## config.mk

```make
export PLATFORM = sky130hd
export DESIGN_NAME = uart_ifmap_loader
export DESIGN_NICKNAME = d
export VERILOG_FILES = /design/src/rtl/uart_ifmap_loader_pkg.sv /design/src/rtl/uart_rx_core.sv /design/src/rtl/uart_ifmap_loader.sv
export SDC_FILE = /design/constraint.sdc
export NUM_CORES = 1
export LEC_CHECK = 0
export CORE_ASPECT_RATIO = 0.7
export CORE_MARGIN = 5
export CORE_UTILIZATION = 55
export DETAILED_ROUTE_END_ITERATION = 16
export PLACE_DENSITY = 0.7
export RECOVER_POWER = 50
export SLEW_MARGIN = 0
export SYNTH_ARGS = -nofsm -noshare
export SYNTH_HDL_FRONTEND = slang
export SYNTH_SLANG_ARGS = --single-unit
export TNS_END_PERCENT = 1
```

## constraint.sdc

```tcl
create_clock -name clock -period 3.55 [get_ports clock]
set_input_delay 0.71 -clock clock [delete_from_list [all_inputs] [get_ports clock]]
set_output_delay 0.71 -clock clock [all_outputs]
set_load 0.005 [all_outputs]
```

## src/rtl/uart_ifmap_loader_pkg.sv

```systemverilog
// uart_ifmap_loader_pkg
// Shared types and defaults for the UART ifmap loader slice:
//   - RX and loader FSM state enums
//   - default CLKS_PER_BIT, FRAME_LEN and SYNC_BYTE
//   - countWidth(): width of a counter that holds 0..n-1
// The optional macro UART_PARITY_EN only changes behaviour inside uart_rx_core.
// RX_PARITY is always declared so the enum encoding is the same in both builds.
package uart_ifmap_loader_pkg;

  localparam int         DEFAULT_CLKS_PER_BIT = 868;
  localparam int         DEFAULT_FRAME_LEN    = 784;
  localparam logic [7:0] DEFAULT_SYNC_BYTE    = 8'hA5;

  typedef enum logic [2:0] {
    RX_IDLE,
    RX_START,
    RX_DATA,
    RX_PARITY,
    RX_STOP
  } RxState;

  typedef enum logic [1:0] {
    LD_WAIT_SYNC,
    LD_LOAD,
    LD_PAD
  } LoaderState;

  // Width needed to hold 0..n-1; never narrower than one bit.
  function automatic int countWidth(input int n);
    return (n > 1) ? $clog2(n) : 1;
  endfunction

endpackage

```

## src/rtl/uart_rx_core.sv

```systemverilog
// uart_rx_core
// Synchronizes the raw serial line and decodes UART bytes.
// The default format is 8N1. When UART_PARITY_EN is defined, the format is 8E1.
// Ports:
//   clock      in   system clock
//   reset      in   synchronous active-high reset
//   uart_rx    in   asynchronous serial line, idle high
//   byte_valid out  one-cycle pulse, rx_byte holds a good byte
//   byte_err   out  one-cycle pulse on a framing error (or a parity error)
//   rx_byte    out  last received byte, LSB first on the wire
module uart_rx_core
  import uart_ifmap_loader_pkg::*;
#(
  parameter int CLKS_PER_BIT = DEFAULT_CLKS_PER_BIT
) (
  input  logic       clock,
  input  logic       reset,
  input  logic       uart_rx,
  output logic       byte_valid,
  output logic       byte_err,
  output logic [7:0] rx_byte
);

  localparam int              ClkW    = countWidth(CLKS_PER_BIT);
  localparam logic [ClkW-1:0] HalfBit = ClkW'((CLKS_PER_BIT - 1) / 2);
  localparam logic [ClkW-1:0] FullBit = ClkW'(CLKS_PER_BIT - 1);

  logic            r_syncMeta;
  logic            r_syncRx;
  logic            r_rxPrev;
  RxState          r_state;
  logic [ClkW-1:0] r_clkCount;
  logic [2:0]      r_bitIdx;
  logic [7:0]      r_shift;
  logic            r_waitHigh;
  logic            w_parityErr;

`ifdef UART_PARITY_EN
  logic r_parityErr;
  assign w_parityErr = r_parityErr;
`else
  assign w_parityErr = 1'b0;
`endif

  assign rx_byte = r_shift;

  // Synchronizer, edge history and RX FSM. All decoding uses r_syncRx.
  // After a low stop bit, r_waitHigh holds the FSM in STOP until the line
  // is idle again. This keeps a stuck-low line from being read as a string
  // of start bits.
  always_ff @(posedge clock) begin
    if (reset) begin
      r_syncMeta  <= 1'b1;
      r_syncRx    <= 1'b1;
      r_rxPrev    <= 1'b1;
      r_state     <= RX_IDLE;
      r_clkCount  <= '0;
      r_bitIdx    <= '0;
      r_shift     <= '0;
      r_waitHigh  <= 1'b0;
      byte_valid  <= 1'b0;
      byte_err    <= 1'b0;
`ifdef UART_PARITY_EN
      r_parityErr <= 1'b0;
`endif
    end else begin
      r_syncMeta <= uart_rx;
      r_syncRx   <= r_syncMeta;
      r_rxPrev   <= r_syncRx;
      byte_valid <= 1'b0;
      byte_err   <= 1'b0;
      case (r_state)
        RX_IDLE: begin
          if (r_rxPrev && !r_syncRx) begin
            r_state    <= RX_START;
            r_clkCount <= '0;
            r_bitIdx   <= '0;
          end
        end
        RX_START: begin
          // Mid-start-bit check: a line that is high again was a glitch.
          if (r_clkCount == HalfBit) begin
            r_clkCount <= '0;
            r_state    <= r_syncRx ? RX_IDLE : RX_DATA;
          end else begin
            r_clkCount <= r_clkCount + 1'b1;
          end
        end
        RX_DATA: begin
          if (r_clkCount == FullBit) begin
            r_clkCount <= '0;
            r_shift    <= {r_syncRx, r_shift[7:1]};
            r_bitIdx   <= r_bitIdx + 1'b1;
            if (r_bitIdx == 3'd7) begin
`ifdef UART_PARITY_EN
              r_state <= RX_PARITY;
`else
              r_state <= RX_STOP;
`endif
            end
          end else begin
            r_clkCount <= r_clkCount + 1'b1;
          end
        end
`ifdef UART_PARITY_EN
        RX_PARITY: begin
          // Even parity: the parity bit equals the XOR of the data bits.
          if (r_clkCount == FullBit) begin
            r_clkCount  <= '0;
            r_parityErr <= (r_syncRx != (^r_shift));
            r_state     <= RX_STOP;
          end else begin
            r_clkCount <= r_clkCount + 1'b1;
          end
        end
`endif
        RX_STOP: begin
          if (r_waitHigh) begin
            if (r_syncRx) begin
              r_waitHigh <= 1'b0;
              r_state    <= RX_IDLE;
            end
          end else if (r_clkCount == FullBit) begin
            r_clkCount <= '0;
            if (!r_syncRx) begin
              byte_err   <= 1'b1;
              r_waitHigh <= 1'b1;
            end else if (w_parityErr) begin
              byte_err <= 1'b1;
              r_state  <= RX_IDLE;
            end else begin
              byte_valid <= 1'b1;
              r_state    <= RX_IDLE;
            end
          end else begin
            r_clkCount <= r_clkCount + 1'b1;
          end
        end
        default: r_state <= RX_IDLE;
      endcase
    end
  end

endmodule

```

## src/rtl/uart_ifmap_loader.sv

```systemverilog
// uart_ifmap_loader
// Receives a UART byte stream and waits for SYNC_BYTE. It then writes exactly
// FRAME_LEN pixels to the ifmap BRAM write port. If a frame is aborted by a
// receive error, the rest of the frame is padded with zeros. This keeps the
// downstream write-address counter frame-aligned.
// Optional macro: UART_PARITY_EN selects 8E1 framing in uart_rx_core.
// Ports:
//   clock      in   system clock
//   reset      in   synchronous active-high reset
//   uart_rx    in   asynchronous serial line, idle high
//   ifmap_wr   out  one-cycle BRAM write strobe
//   ifmap_data out  pixel byte, valid with ifmap_wr
//   frame_done out  pulse coincident with the FRAME_LEN-th write
//   busy       out  high from sync accepted until frame_done
//   error_flag out  sticky receive-error flag, cleared by the next sync
module uart_ifmap_loader
  import uart_ifmap_loader_pkg::*;
#(
  parameter int         CLKS_PER_BIT = DEFAULT_CLKS_PER_BIT,
  parameter int         FRAME_LEN    = DEFAULT_FRAME_LEN,
  parameter logic [7:0] SYNC_BYTE    = DEFAULT_SYNC_BYTE
) (
  input  logic       clock,
  input  logic       reset,
  input  logic       uart_rx,
  output logic       ifmap_wr,
  output logic [7:0] ifmap_data,
  output logic       frame_done,
  output logic       busy,
  output logic       error_flag
);

  localparam int                CountW    = countWidth(FRAME_LEN);
  localparam logic [CountW-1:0] LastPixel = CountW'(FRAME_LEN - 1);

  logic              w_byteValid;
  logic              w_byteErr;
  logic [7:0]        w_rxByte;
  LoaderState        r_state;
  logic [CountW-1:0] r_pixelCount;

  uart_rx_core #(
    .CLKS_PER_BIT(CLKS_PER_BIT)
  ) u_rxCore (
    .clock     (clock),
    .reset     (reset),
    .uart_rx   (uart_rx),
    .byte_valid(w_byteValid),
    .byte_err  (w_byteErr),
    .rx_byte   (w_rxByte)
  );

  // Loader FSM. r_pixelCount is the number of writes already issued in the
  // current frame. It never exceeds LastPixel, because the write that
  // reaches FRAME_LEN also returns the FSM to WAIT_SYNC.
  // busy falls one cycle after frame_done, on the first WAIT_SYNC cycle.
  always_ff @(posedge clock) begin
    if (reset) begin
      r_state      <= LD_WAIT_SYNC;
      r_pixelCount <= '0;
      ifmap_wr     <= 1'b0;
      ifmap_data   <= '0;
      frame_done   <= 1'b0;
      busy         <= 1'b0;
      error_flag   <= 1'b0;
    end else begin
      ifmap_wr   <= 1'b0;
      frame_done <= 1'b0;
      case (r_state)
        LD_WAIT_SYNC: begin
          busy <= 1'b0;
          if (w_byteValid && (w_rxByte == SYNC_BYTE)) begin
            r_state      <= LD_LOAD;
            r_pixelCount <= '0;
            busy         <= 1'b1;
            error_flag   <= 1'b0;
          end
        end
        LD_LOAD: begin
          // A SYNC_BYTE value here is ordinary pixel data.
          if (w_byteValid) begin
            ifmap_wr   <= 1'b1;
            ifmap_data <= w_rxByte;
            if (r_pixelCount == LastPixel) begin
              frame_done   <= 1'b1;
              r_pixelCount <= '0;
              r_state      <= LD_WAIT_SYNC;
            end else begin
              r_pixelCount <= r_pixelCount + 1'b1;
            end
          end else if (w_byteErr) begin
            error_flag <= 1'b1;
            r_state    <= LD_PAD;
          end
        end
        LD_PAD: begin
          // One zero write per cycle until the frame is full. Bytes that
          // arrive meanwhile are ignored.
          ifmap_wr   <= 1'b1;
          ifmap_data <= '0;
          if (r_pixelCount == LastPixel) begin
            frame_done   <= 1'b1;
            r_pixelCount <= '0;
            r_state      <= LD_WAIT_SYNC;
          end else begin
            r_pixelCount <= r_pixelCount + 1'b1;
          end
        end
        default: r_state <= LD_WAIT_SYNC;
      endcase
    end
  end

endmodule

```

# Word-level counts from Yosys, hierarchy flattened
# Cells that the tools add are included.
[word_totals]
memories = 0
output_inout_bits = 12
regBits = 54
latch_bits = 0
mem_bits_rw = 0
rom_bits = 0
[op_classes]
addsub = 3
muxes = 42
n_div = 0
bitwise = 2
order_cmp = 0
mul = 0
n_eq_ne = 21
n_shift = 0
reduce_logical = 20
[op_table]
columns = ["cell", "n"]
rows = [
  ["10-bit two-way mux", 7],
  ["10-bit case mux with 4 select lines", 1],
  ["10-bit case mux with 3 select lines", 1],
  ["3-bit two-way mux", 9],
  ["10-bit by 1-bit adder with 10-bit output (second input constant)", 2],
  ["10-bit == test (second input constant)", 2],
  ["8-bit case mux with 2 select lines", 1],
  ["2-bit by 1-bit inequality test with 1-bit output (second input constant)", 6],
  ["3-bit case mux with 4 select lines", 1],
  ["1-bit two-way mux", 11],
  ["10-bit by 9-bit == test with 1-bit output (second input constant)", 1],
  ["2-bit two-way mux", 5],
  ["3-bit AND reduction", 3],
  ["8-bit == test (second input constant)", 1],
  ["8-bit two-way mux", 1],
  ["3-bit == test (second input constant)", 2],
  ["2-bit inequality test (second input constant)", 3],
  ["3-bit by 1-bit inequality test with 1-bit output (second input constant)", 2],
  ["1-bit case mux with 2 select lines", 3],
  ["2-bit case mux with 3 select lines", 1],
  ["3-bit case mux with 2 select lines", 1],
  ["2-bit AND reduction", 3],
  ["2-bit nonzero test", 3],
  ["5-bit AND reduction", 1],
  ["15 further kinds", 17],
]

# Logic depth before layout (Yosys ltp)
# Gate-level depths: netlist of the first run.
[depth]
depth_word = 4
ltp_mapped = 8

# Modules after synthesis
# Synthesis of the first run repeated with hierarchy kept, for this count alone.
[hier_totals]
hier_cells = 307
hier_area_um2 = 2732.6
[by_module_without_submodules]
columns = ["mod", "cells_each", "area_per_inst_um2", "n_inst"]
rows = [
  ["uart_rx_core", 156, 1413.9, 1],
  ["uart_ifmap_loader", 151, 1318.8, 1],
]

# Worst setup path after synthesis of the first run
# No wires, ideal clock.
[synth_timing]
path_kind = "reg-to-reg"
startpoint = "register r_state[0]"
endpoint = "register r_state[0]"
synth_period_minus_slack_ns = 1.917
arrival_time_ns = 1.830
stages_incl_launch_ff = 8
n_path_buf = 0
slack_ns = 1.633
setup_ns = 0.087
required_ns = 3.463
cell_sequence = "dfxtp_1 -> inv_1 -> ha_1 -> nand4b_2 -> o41ai_4 -> o21a_4 -> or4b_1 -> o31ai_1"
[synth_via]
elab_chain_len = 3
[synth_rtl]
columns = ["element", "line", "rtl"]
rows = [
  ["from (decl)", "uart_ifmap_loader.sv:39", "LoaderState r_state;"],
  ["from (signal assigned)", "uart_ifmap_loader.sv:59", "r_state <= LD_WAIT_SYNC;"],
  ["from (signal assigned)", "uart_ifmap_loader.sv:73", "r_state <= LD_LOAD;"],
  ["from (signal assigned)", "uart_ifmap_loader.sv:87", "r_state <= LD_WAIT_SYNC;"],
  ["2-bit by 1-bit == test with 1-bit output, or another cell as far along", "uart_ifmap_loader.sv:69", "case (r_state)"],
  ["3-bit by 1-bit inequality test with 1-bit output (no source line), or another cell as far along", "--", ""],
  ["2-bit AND reduction (no source line) / 2-bit case mux with 3 select lines (equally long branches)", "--", ""],
]
# Several ways; a longest one is shown, not always the timed one.
# A chain may end at the register's enable or synchronous reset.

# Worst setup path in the final report of the first run
[layout_timing]
startpoint = "register r_state[1]"
endpoint = "register r_pixelCount[4]"
[layout_via]
elab_chain_len = 3
[layout_rtl]
columns = ["element", "line", "rtl"]
rows = [
  ["2-bit by 1-bit == test with 1-bit output, or another cell as far along", "uart_ifmap_loader.sv:69", ""],
  ["2-bit by 1-bit inequality test with 1-bit output (no source line), or another cell as far along", "--", ""],
  ["3-bit AND reduction (no source line)", "--", ""],
  ["to (signal assigned)", "uart_ifmap_loader.sv:89", "r_pixelCount <= r_pixelCount + 1'b1;"],
  ["to (signal assigned)", "uart_ifmap_loader.sv:106", "r_pixelCount <= r_pixelCount + 1'b1;"],
  ["to (decl)", "uart_ifmap_loader.sv:40", "logic [CountW-1:0] r_pixelCount;"],
]
# Several ways; a longest one is shown, not always the timed one.

==> results of run 1 <==
==> worst min path at each step <==
stage,depth (start not counted),endpoint,start
floorplan,1,u_rxCore.r_syncRx,u_rxCore.r_syncMeta
global placement,1,u_rxCore.r_syncRx,u_rxCore.r_syncMeta
detailed placement,1,u_rxCore.r_syncRx,u_rxCore.r_syncMeta
CTS,1,u_rxCore.r_syncRx,u_rxCore.r_syncMeta
global route,1,u_rxCore.r_syncRx,u_rxCore.r_syncMeta
finish,1,u_rxCore.r_syncRx,u_rxCore.r_syncMeta
==> registers in the layout, summed over array words and instances, names as in the netlist <==
signal and count:
u_rxCore.r_rxPrev 1, busy 1, u_rxCore.r_bitIdx 3, u_rxCore.r_waitHigh 1, ifmap_data 8, u_rxCore.r_syncMeta 1, u_rxCore.r_syncRx 1, ifmap_wr 1
u_rxCore.byte_valid 1, u_rxCore.rx_byte 8, u_rxCore.r_state 3, u_rxCore.r_clkCount 10, frame_done 1, error_flag 1, u_rxCore.byte_err 1, r_pixelCount 10
r_state 2
==> kinds of logic (layout without fill, tap and decap cells) <==
kind of cell	count (synthesis)	count (layout)	share of synthesized area [%]
AO/OA/AOI/OAI	76	76	19.1
XOR/XNOR	9	9	2.83
adder cells (fa/ha/maj)	9	9	4.04
buffers and inverters	34	41	4.98
flip-flops	54	54	38.8
multiplexers	9	9	3.23
AND/OR/NAND/NOR	137	137	27.1
==> routing by layer <==
metal  vias to the layer above  wire (um)  track usage, %
met4                         0         28            6.08
met3                         4        302            3.80
met2                        52       2360            25.1
li1                       1188          -               -
met1                      1066       3040            28.6
met5                         -          0               0
==> cell usage in the layout, fill, tap and decap left out, types with 3 or more instances in the layout <==
cell,netlist,layout
o31ai_1,3,3
a21oi_1,29,29
nor2_1,37,37
a211oi_1,3,3
dfxtp_1,54,54
nand3b_1,3,3
nor3b_1,4,4
or2_2,4,4
dlygate4sd3_1,0,13
xnor2_1,9,9
nand4_1,7,7
nor2b_1,6,6
or4_1,2,3
mux2i_1,9,9
nand2_1,19,19
nand2b_1,14,14
inv_1,16,16
ha_1,9,9
a32oi_1,3,3
nand3_1,12,12
o32ai_1,5,5
clkbuf_8,0,5
o21ai_0,9,10
nor3_1,10,10
or3_1,3,3
==> per-stage QoR <==
step,cell area [um^2],cells
after floorplan,2790,328
after global placement,2960,396
after detailed placement,2960,396
after CTS,3070,404
after global routing,3060,404
final,3060,404
==> power groups by stage <==
stage                     Clock [W]  Sequential [W]  Combinational [W]
final                      0.000426        0.000647           0.000297
after floorplan                   0        0.000652           0.000246
after global placement            0        0.000660           0.000294
after global routing       0.000462        0.000651           0.000330
after detailed placement          0        0.000661           0.000295
after CTS                  0.000441        0.000647           0.000297
==> area by class of cell <==
type                       count  area share, %
sequential                    54           35.3
clock inverter                 3           1.55
inverter                      17           2.08
timing repair buffer          16           4.94
clock buffer                   5           2.25
multi-input combinational    240           51.1
tap                           69           2.82
==> summary.md, run 1 <==
| Metric | Value |
|---|---|
| DRT antenna net count | 0 |
| Unique masters post-synth | 55 |
| CTS sink cnt | 54 |
| Worst reg-to-reg path cell count | 6 |
| Full die area | 0.00662 mm^2 |
| Die Span X | 95.1 um |
| Placer congestion estimate | 0.800 |
| Most common cell in the synthesized netlist | dfxtp_1 |
| Via count | 2310 |
| Top cell type's share of synthesized area | 38.8% |
| Syn nets | 340 |
| Initial Utilization | 57.7% |
| Area contributors post-synth | dfxtp_1 39%, a21oi_1 5.2%, nor2_1 5.0%, ha_1 4.0%, mux2i_1 3.2% |
| Final Setup Violations | 0 |
| Clock Pin Slew Worst Setup and Hold Paths | 0.10 ns |
| F_max | 453 MHz |
| TritonCTS clock tree | yes |
| Worst setup slack after layout | 1.34 ns |
| Crit path kind | reg2reg |
| Number of global-route vias before repair | 2140 |
| Worst skew pair latency | 0.32 ns |
| Setup Skew | 0.0133 ns |
| Core area | 0.00483 mm^2 |
| Seq cells post-synth | 54 |
| CTS Buf Count | 5 |
| Final nets | 346 |
| # IOs | 15 |
| Total power | 0.00137 W |
| WL/cell | 14.2 um |
| DIE HEIGHT | 69.6 um |
| Status | finished, final reports clean |
| Req. time, crit path | 3.77 ns |
| Overall routed net length | 5740 um |
| Register area | 0.00108 mm^2 |
| RSZ-0062 raised after global routing | false |
| CP startpoint | r_state[1] |
| Slew Limit Fails | 0 |
| Leading area contributor after synthesis | dfxtp_1 |
| GRT overflow | 0 |
| Post-route minimum period | 2.21 ns |
| CP Launch Type | flip-flop |
| Gate power share | 21.7% |
| Mean post-synth cell area | 8.50 um^2 |
| Reg2Reg Capture Point | r_pixelCount[4] |
| Period utilization | 62.2% |
| Max cap viols | 0 |
| Worst slew margin | 53.8% |
| Multi-input logic area | 0.00157 mm^2 |
| Inserted Diodes | 0 |
| CP top delay family | compound AO/OA/AOI/OAI gates |
| H-tree depth | 2 |
| Post-synth EDFFs | 0 |
| Resized cells post-CTS | 0 |
| Power Density | 447 mW/mm^2 |
| P&R area growth vs syn | 9.87% |
| YS warnings | 0 |
| Pint | 0.000952 W |
| Share of layout cells above drive strength 1 | 6.87% |
| Peak supply drop | 246 uV |
| CP Depth | 6 |
| Setup_tns | 0 ns |
| Dpl hpwl | 3920 um |
| Synth async-reset ratio | 0% |
| CP endpoint kind | flip-flop |
| Hold WS | 0.441 ns |
| Min-delay worst type | reg2reg |
| # rows | 21 |
| Sw Ratio | 30.6% |
| Most frequent cells after synthesis | 54 x dfxtp_1, 37 x nor2_1, 29 x a21oi_1 |
| Register area share after synthesis | 38.8% |
| Util after Layout | 63.4% |
| Final hold violations | 0 |
| Clock power frac | 31.1% |
| Largest net degree at the start of global routing | 45 |
| CTS Hold Bufs | 0 |
| Place WS | 1.33 ns |
| Mapped Cells | 328 |
| Critical Path AT | 2.43 ns |
| Slowest CP cell | ha_1 |
| PortBufs | 14 |
| Sw Pwr | 0.000419 W |
| Gr usage total | 18.5% |
| Worst Max-Slew Pin Slew | 0.693 ns |
| Number of vias per cell | 5.72 |
| Worst-case clock buffer depth | 2 |
| DR iter-0 viols | 156 |
| Critical path capture point | r_pixelCount[4] |
| Clk root buf | clkbuf_8 |
| R2R setup slack | 1.34 ns |
| Critical path buffers and inverters | 1 |
| Cell Area, Synth | 0.00279 mm^2 |
| Worst Path Max Fanout | 22 |
| Reg power frac | 47.2% |
| DRC Markers | 0 |
| First-pass GRT wire length | 10000 um |
| Leakage power | 1.05 nW |
| Ys flop type | dfxtp_1 |
| Setup bufs post-CTS | 0 |
| Total iterations of the first detailed-routing run | 4 |
| FF-to-FF Start | r_state[1] |
| Fillcell total | 449 |
| Initial antenna violation count | 0 |
| Cell breakdown of the critical path | inv_1 > ha_1 > nor2b_1 > a21o_1 > a21oi_1 > o32ai_1 |
| CP peak stage delay | 0.61 ns |
Power figures use the tool's default switching activity.
==> run 2, diff against run 1 <==
Settings changed: CORE_UTILIZATION 55 to 54, PLACE_DENSITY 0.7 to 0.72.
Clock period 3.55 ns to 2 ns, I/O delays scaled along.
==> run 2 against run 1 <==
Sequential power grew 78%. Fmax increased by 17%. Utilization is 3.0 points higher. Critical endpoint is now r_state[0].
==> summary.md, run 2 (synthesized netlist as in run 1, its figures left out) <==
| Metric | Value |
|---|---|
| DRT antenna net count | 0 |
| Die Span X | 95.9 um |
| Share of layout cells above drive strength 1 | 15.2% |
| DRT met1 WL | 3070 um |
| Peak supply drop | 585 uV |
| R2R setup slack | 0.12 ns |
| Core area | 0.00489 mm^2 |
| CTS Buf Count | 5 |
| # rows | 21 |
| Largest net degree at the start of global routing | 36 |
| DR iter-0 viols | 141 |
| Initial Utilization | 57.1% |
| Reg2Reg Capture Point | r_state[0] |
| Status | finished, final reports clean |
| GRT overflow | 0 |
| Max cap viols | 0 |
| Worst reg-to-reg path cell count | 7 |
| Final Setup Violations | 0 |
| CP Launch Type | flip-flop |
| Worst setup slack after layout | 0.116 ns |
| Min-delay worst type | reg2reg |
| Number of vias per cell | 5.50 |
| WL/cell | 13.5 um |
| Fillcell total | 426 |
| CTS sink cnt | 54 |
| Crit path kind | reg2reg |
| Final hold violations | 0 |
| First-pass GRT wire length | 9920 um |
| Clock Pin Slew Worst Setup and Hold Paths | 0.10 ns |
| Overall routed net length | 5740 um |
| FF-to-FF Start | r_state[0] |
| Power Density | 759 mW/mm^2 |
| Final nets | 366 |
| # IOs | 15 |
| DIE HEIGHT | 70.1 um |
| Regs by FF count | r_pixelCount: 10 flops, u_rxCore.r_clkCount: 10 flops |
| Worst-case clock buffer depth | 2 |
| Worst Path Max Fanout | 4 |
| Leakage power | 1.15 nW |
| Via count | 2330 |
| Worst Hold Depth | 1 |
| Clk root buf | clkbuf_8 |
| Placer congestion estimate | 0.867 |
| Worst skew pair latency | 0.31 ns |
| Req. time, crit path | 2.22 ns |
| Post-route minimum period | 1.88 ns |
| Place WS | 0.0480 ns |
| Worst Max-Slew Pin Slew | 0.516 ns |
| H-tree depth | 2 |
| Total power | 0.00246 W |
| WHS Endpoint | u_rxCore.r_syncRx |
| Number of global-route vias before repair | 2118 |
| Met2 WL | 2320 um |
| Most frequent cells in the layout | 51 x dfxtp_1, 37 x nor2_1, 29 x a21oi_1, 19 x nand2_1, 19 x buf_4 |
| Setup_tns | 0 ns |
| TritonCTS clock tree | yes |
| Routed wl met3 | 286 um |
| Dpl hpwl | 4070 um |
| Hold WS | 0.432 ns |
| Hold_sp | u_rxCore.r_syncMeta |
| P&R area growth vs syn | 16.3% |
| Worst slew margin | 64.7% |
| Full die area | 0.00672 mm^2 |
| F_max | 531 MHz |
| Uppermost layer routed | met4 |
| PortBufs | 14 |
| Critical Path AT | 2.10 ns |
| Cell Area, Placed | 0.00310 mm^2 |
| Inserted Diodes | 0 |
| Period utilization | 94.2% |
| Most common cell after layout, fill and taps aside | dfxtp_1 |
| CP endpoint kind | flip-flop |
| Initial antenna violation count | 0 |
| Fin area | 0.00324 mm^2 |
| Slew Limit Fails | 0 |
| CTS Hold Bufs | 0 |
| Setup Skew | 0.0108 ns |
| Gr usage total | 18.3% |
| Total iterations of the first detailed-routing run | 4 |
| DRC Markers | 0 |
## run 2: changes by cell type in the layout (fill, tap and decap cells not counted), sizes merged
cell | previous run | this run
clkinvlp | 0 | 2
buf | 1 | 20
bufinv | 1 | 0
clkbuf | 6 | 7
clkinv | 1 | 0
## run 2: area by class of cell
| class | instances | area, um^2 | share of cell area (%) |
|---|---|---|---|
| tap | 69 | 86.3 | 2.66 |
| multi-input combinational | 240 | 1610 | 49.5 |
| clock inverter | 3 | 23.8 | 0.733 |
| sequential | 54 | 1080 | 33.4 |
| inverter | 17 | 63.8 | 1.97 |
| timing repair buffer | 36 | 310 | 9.56 |
| clock buffer | 5 | 68.8 | 2.12 |
## run 2: timing repair
action                     CTS  global route
setup endpoints to repair    0            21
buffers inserted             0             2
resized for setup            0            13
## run 2: power by group
group | switching, W | leakage [nW] | total [W] | internal (W)
Combinational | 0.000360 | 0.668 | 0.000685 | 0.000326
Sequential | 0.0000399 | 0.437 | 0.00115 | 0.00111
Clock | 0.000375 | 0.0408 | 0.000626 | 0.000251
Total | 0.000774 | 1.15 | 0.00246 | 0.00169
## run 2: worst max-delay path, cell delays in order (launching register included)
cell and delay, ns:
dfxtp_2 0.34, inv_2 0.09, ha_2 0.21, nand4b_4 0.12
o41ai_4 0.33, o21a_4 0.18, or4b_1 0.44, o31ai_1 0.08
## run 2: layer usage
layer | vias up | global-route usage (%)
met5 | - | 0
met4 | 0 | 5.68
met3 | 8 | 3.54
met2 | 46 | 24.7
met1 | 1051 | 28.7
li1 | 1225 | -
## run 2: worst max-delay path by stage
stage	from	cells after the start	to
after CTS	u_rxCore.r_clkCount[0]	6	u_rxCore.r_clkCount[1]
after detailed placement	u_rxCore.r_clkCount[0]	6	u_rxCore.r_clkCount[0]
after global routing	r_state[0]	8	r_pixelCount[3]
after floorplan	r_state[0]	7	r_state[0]
final	r_state[0]	7	r_state[0]
after global placement	u_rxCore.r_clkCount[0]	6	u_rxCore.r_clkCount[1]
## run 2: through the flow
step | instances | util, %
2_1_floorplan | 328 | -
3_3_place_gp | 414 | 63.5
3_5_place_dp | 414 | 63.5
4_1_cts | 422 | 65.4
5_1_grt | 424 | 66.4
6_report | 424 | 66.4
==> variant (config.mk and constraints of run 2) <==
Re-encode `RxState` (5 states) as one-hot, 5 bits wide.
--- a/src/rtl/uart_ifmap_loader_pkg.sv
+++ b/src/rtl/uart_ifmap_loader_pkg.sv
@@ -12,10 +12,10 @@
   localparam logic [7:0] DEFAULT_SYNC_BYTE    = 8'hA5;
 
-  typedef enum logic [2:0] {
-    RX_IDLE,
-    RX_START,
-    RX_DATA,
-    RX_PARITY,
-    RX_STOP
+  typedef enum logic [4:0] {
+    RX_IDLE   = 5'b00001,
+    RX_START  = 5'b00010,
+    RX_DATA   = 5'b00100,
+    RX_PARITY = 5'b01000,
+    RX_STOP   = 5'b10000
   } RxState;
 
Function: no difference found for any inputs over 10 cycles, from zero or initial values and one cycle with reset high; not proved beyond that.
==> variant against run 2 <==
  * Sequential cell count increased by 1
  * Design area decreased by 1.0%
  * Routed wire length increased by 5.5%
  * Clock skew decreased by 0.0048 ns
  * Setup slack got worse by 0.016 ns
  * Area after synthesis decreased by 0.22%
  * Sequential share of layout area increased by 0.88 points
  * Synthesized cell count increased by 1.8%
  * Via count increased by 6.9%
  * Power increased by 1.8%
  * Largest power group unchanged
  * Highest routed layer unchanged
  * Fmax decreased by 0.83%
==> variant: results (changes against run 2) <==
- List of most frequent post-synthesis cells: sky130_fd_sc_hd__dfxtp_1, sky130_fd_sc_hd__nor2_1, sky130_fd_sc_hd__o21ai_0 (was sky130_fd_sc_hd__dfxtp_1, sky130_fd_sc_hd__nor2_1, sky130_fd_sc_hd__a21oi_1).
- The final estimated routing congestion in global placement came to 0.896 (was 0.867).
- Synth top area cells: sky130_fd_sc_hd__dfxtp_1, sky130_fd_sc_hd__o21ai_0, sky130_fd_sc_hd__a21oi_1, sky130_fd_sc_hd__nor2_1, sky130_fd_sc_hd__ha_1 (was sky130_fd_sc_hd__dfxtp_1, sky130_fd_sc_hd__a21oi_1, sky130_fd_sc_hd__nor2_1, sky130_fd_sc_hd__ha_1, sky130_fd_sc_hd__mux2i_1).
- The fraction of synthesized area in multiplexers is 3.60% (was 3.23%).
- The worst slack at placement came to 0.0633 ns (was 0.0480 ns).
- The maximum number of pins on one net before global-route repair is 25 (was 36).
- The adder-cell share of the synthesized area is 4.05% (was 4.04%).
- The number of nets produced by synthesis was 346 (was 340).
- The mean instance size in the synthesized netlist was 8.33 sq um (was 8.50 sq um).
- The global-route wire length before repair is 10.2 mm (was 9.92 mm).
- The number of different library cells in the post-synthesis netlist is 56 (was 55).
- Outcome: complete, no violations (unchanged).
- The final net count was 375 (was 366).
- The number of global-route vias before repair is 2,048 (was 2,118).
- The routed wire length per instance is 14.0 um (was 13.5 um).
- The xor and xnor fraction of the mapped netlist area is 0.629% (was 2.83%).
- The register-to-register setup slack came to 0.1 ns (was 0.12 ns).
- The post-placement cell count is 425 (was 414).
- The vias per cell was 5.75 (was 5.50).
- The final worst clock skew came to 0.00598 ns (was 0.0108 ns).
- The logic depth of the worst register-to-register path is 5 (was 7).
- The part of the Yosys area used for sequential elements came to 39.6% (was 38.8%).
- The launch point of the worst reg-to-reg path is u_rxCore.rx_byte[3] (was r_state[0]).
- The slowest stage cell on the critical path is sky130_fd_sc_hd__o31ai_1 (was sky130_fd_sc_hd__or4b_1).
- The final wirelength was 6.06 mm (was 5.74 mm).
- The final critical-path share of the clock period came to 95.0% (was 94.2%).
- The number of DRC violations after detailed-routing iteration 0 is 164 (was 141).
- The headroom to the max-slew limit came to 72.5% (was 64.7%).
- The placed wire-length estimate was 4.42 mm (was 4.07 mm).
-- variant: timing repair --
action	CTS	global route
endpoints found under the setup margin	0	6
gates resized for setup	0	6
hold buffers	0	0
-- variant: final cells by class --
cell class / instances / area [sq um]
clock buffers: 6 / 72.6
clock inverters: 2 / 12.5
fillers: 427 / 1680
inverters: 15 / 56.3
multi-input cells: 246 / 1570
flip-flops and latches: 55 / 1100
well taps: 69 / 86.3
repair buffers: 40 / 317
-- variant: cell families (layout without fill, tap and decap cells) --
logic type	count (synthesis)	after routing
xor+xnor	2	2
buf+inv	33	63
compound gates	86	86
flops	55	55
fa+ha+maj	9	9
simple gates	139	139
mux	10	10
-- variant: worst register-to-register path: stages, from the launching register on --
cell and delay, ns:
sky130_fd_sc_hd__dfxtp_1 0.35, sky130_fd_sc_hd__or2_2 0.35, sky130_fd_sc_hd__o31ai_1 0.41, sky130_fd_sc_hd__o21ai_0 0.24, sky130_fd_sc_hd__or3_1 0.35, sky130_fd_sc_hd__a21oi_1 0.14
-- variant: how the worst min path moves through the flow --
| stage | start | endpoint | slack (ns) |
|---|---|---|---|
| after floorplan | u_rxCore.r_syncMeta | u_rxCore.r_syncRx | 0.39 |
| after global placement | u_rxCore.r_syncMeta | u_rxCore.r_syncRx | 0.40 |
| after detailed placement | u_rxCore.r_syncMeta | u_rxCore.r_syncRx | 0.40 |
| after CTS | u_rxCore.r_syncMeta | u_rxCore.r_syncRx | 0.43 |
| after global routing | u_rxCore.r_syncMeta | u_rxCore.r_syncRx | 0.44 |
| final | u_rxCore.r_syncMeta | u_rxCore.r_syncRx | 0.42 |
-- variant: metrics by stage --
step,cell area [sq um],util (%),total power (W)
floorplan,2780,-,0.00166
global placement,3120,63.8,0.00188
detailed placement,3120,63.8,0.00189
CTS,3200,65.5,0.00248
global route,3210,65.7,0.00267
finish,3210,65.7,0.00251
-- variant: per-layer routing --
layer / track usage, % / up-vias / part of all wire, %
met2: 23.0 / 61 / 39
met5: 0 / - / 0
met3: 4.51 / 2 / 4.7
li1: - / 1257 / -
met1: 31.3 / 1171 / 56
met4: 4.42 / 0 / 0.45
-- variant: report_power, final --
group          switching, W  internal [W]
clock              0.000347      0.000246
combinational      0.000459      0.000303
sequential        0.0000244       0.00113
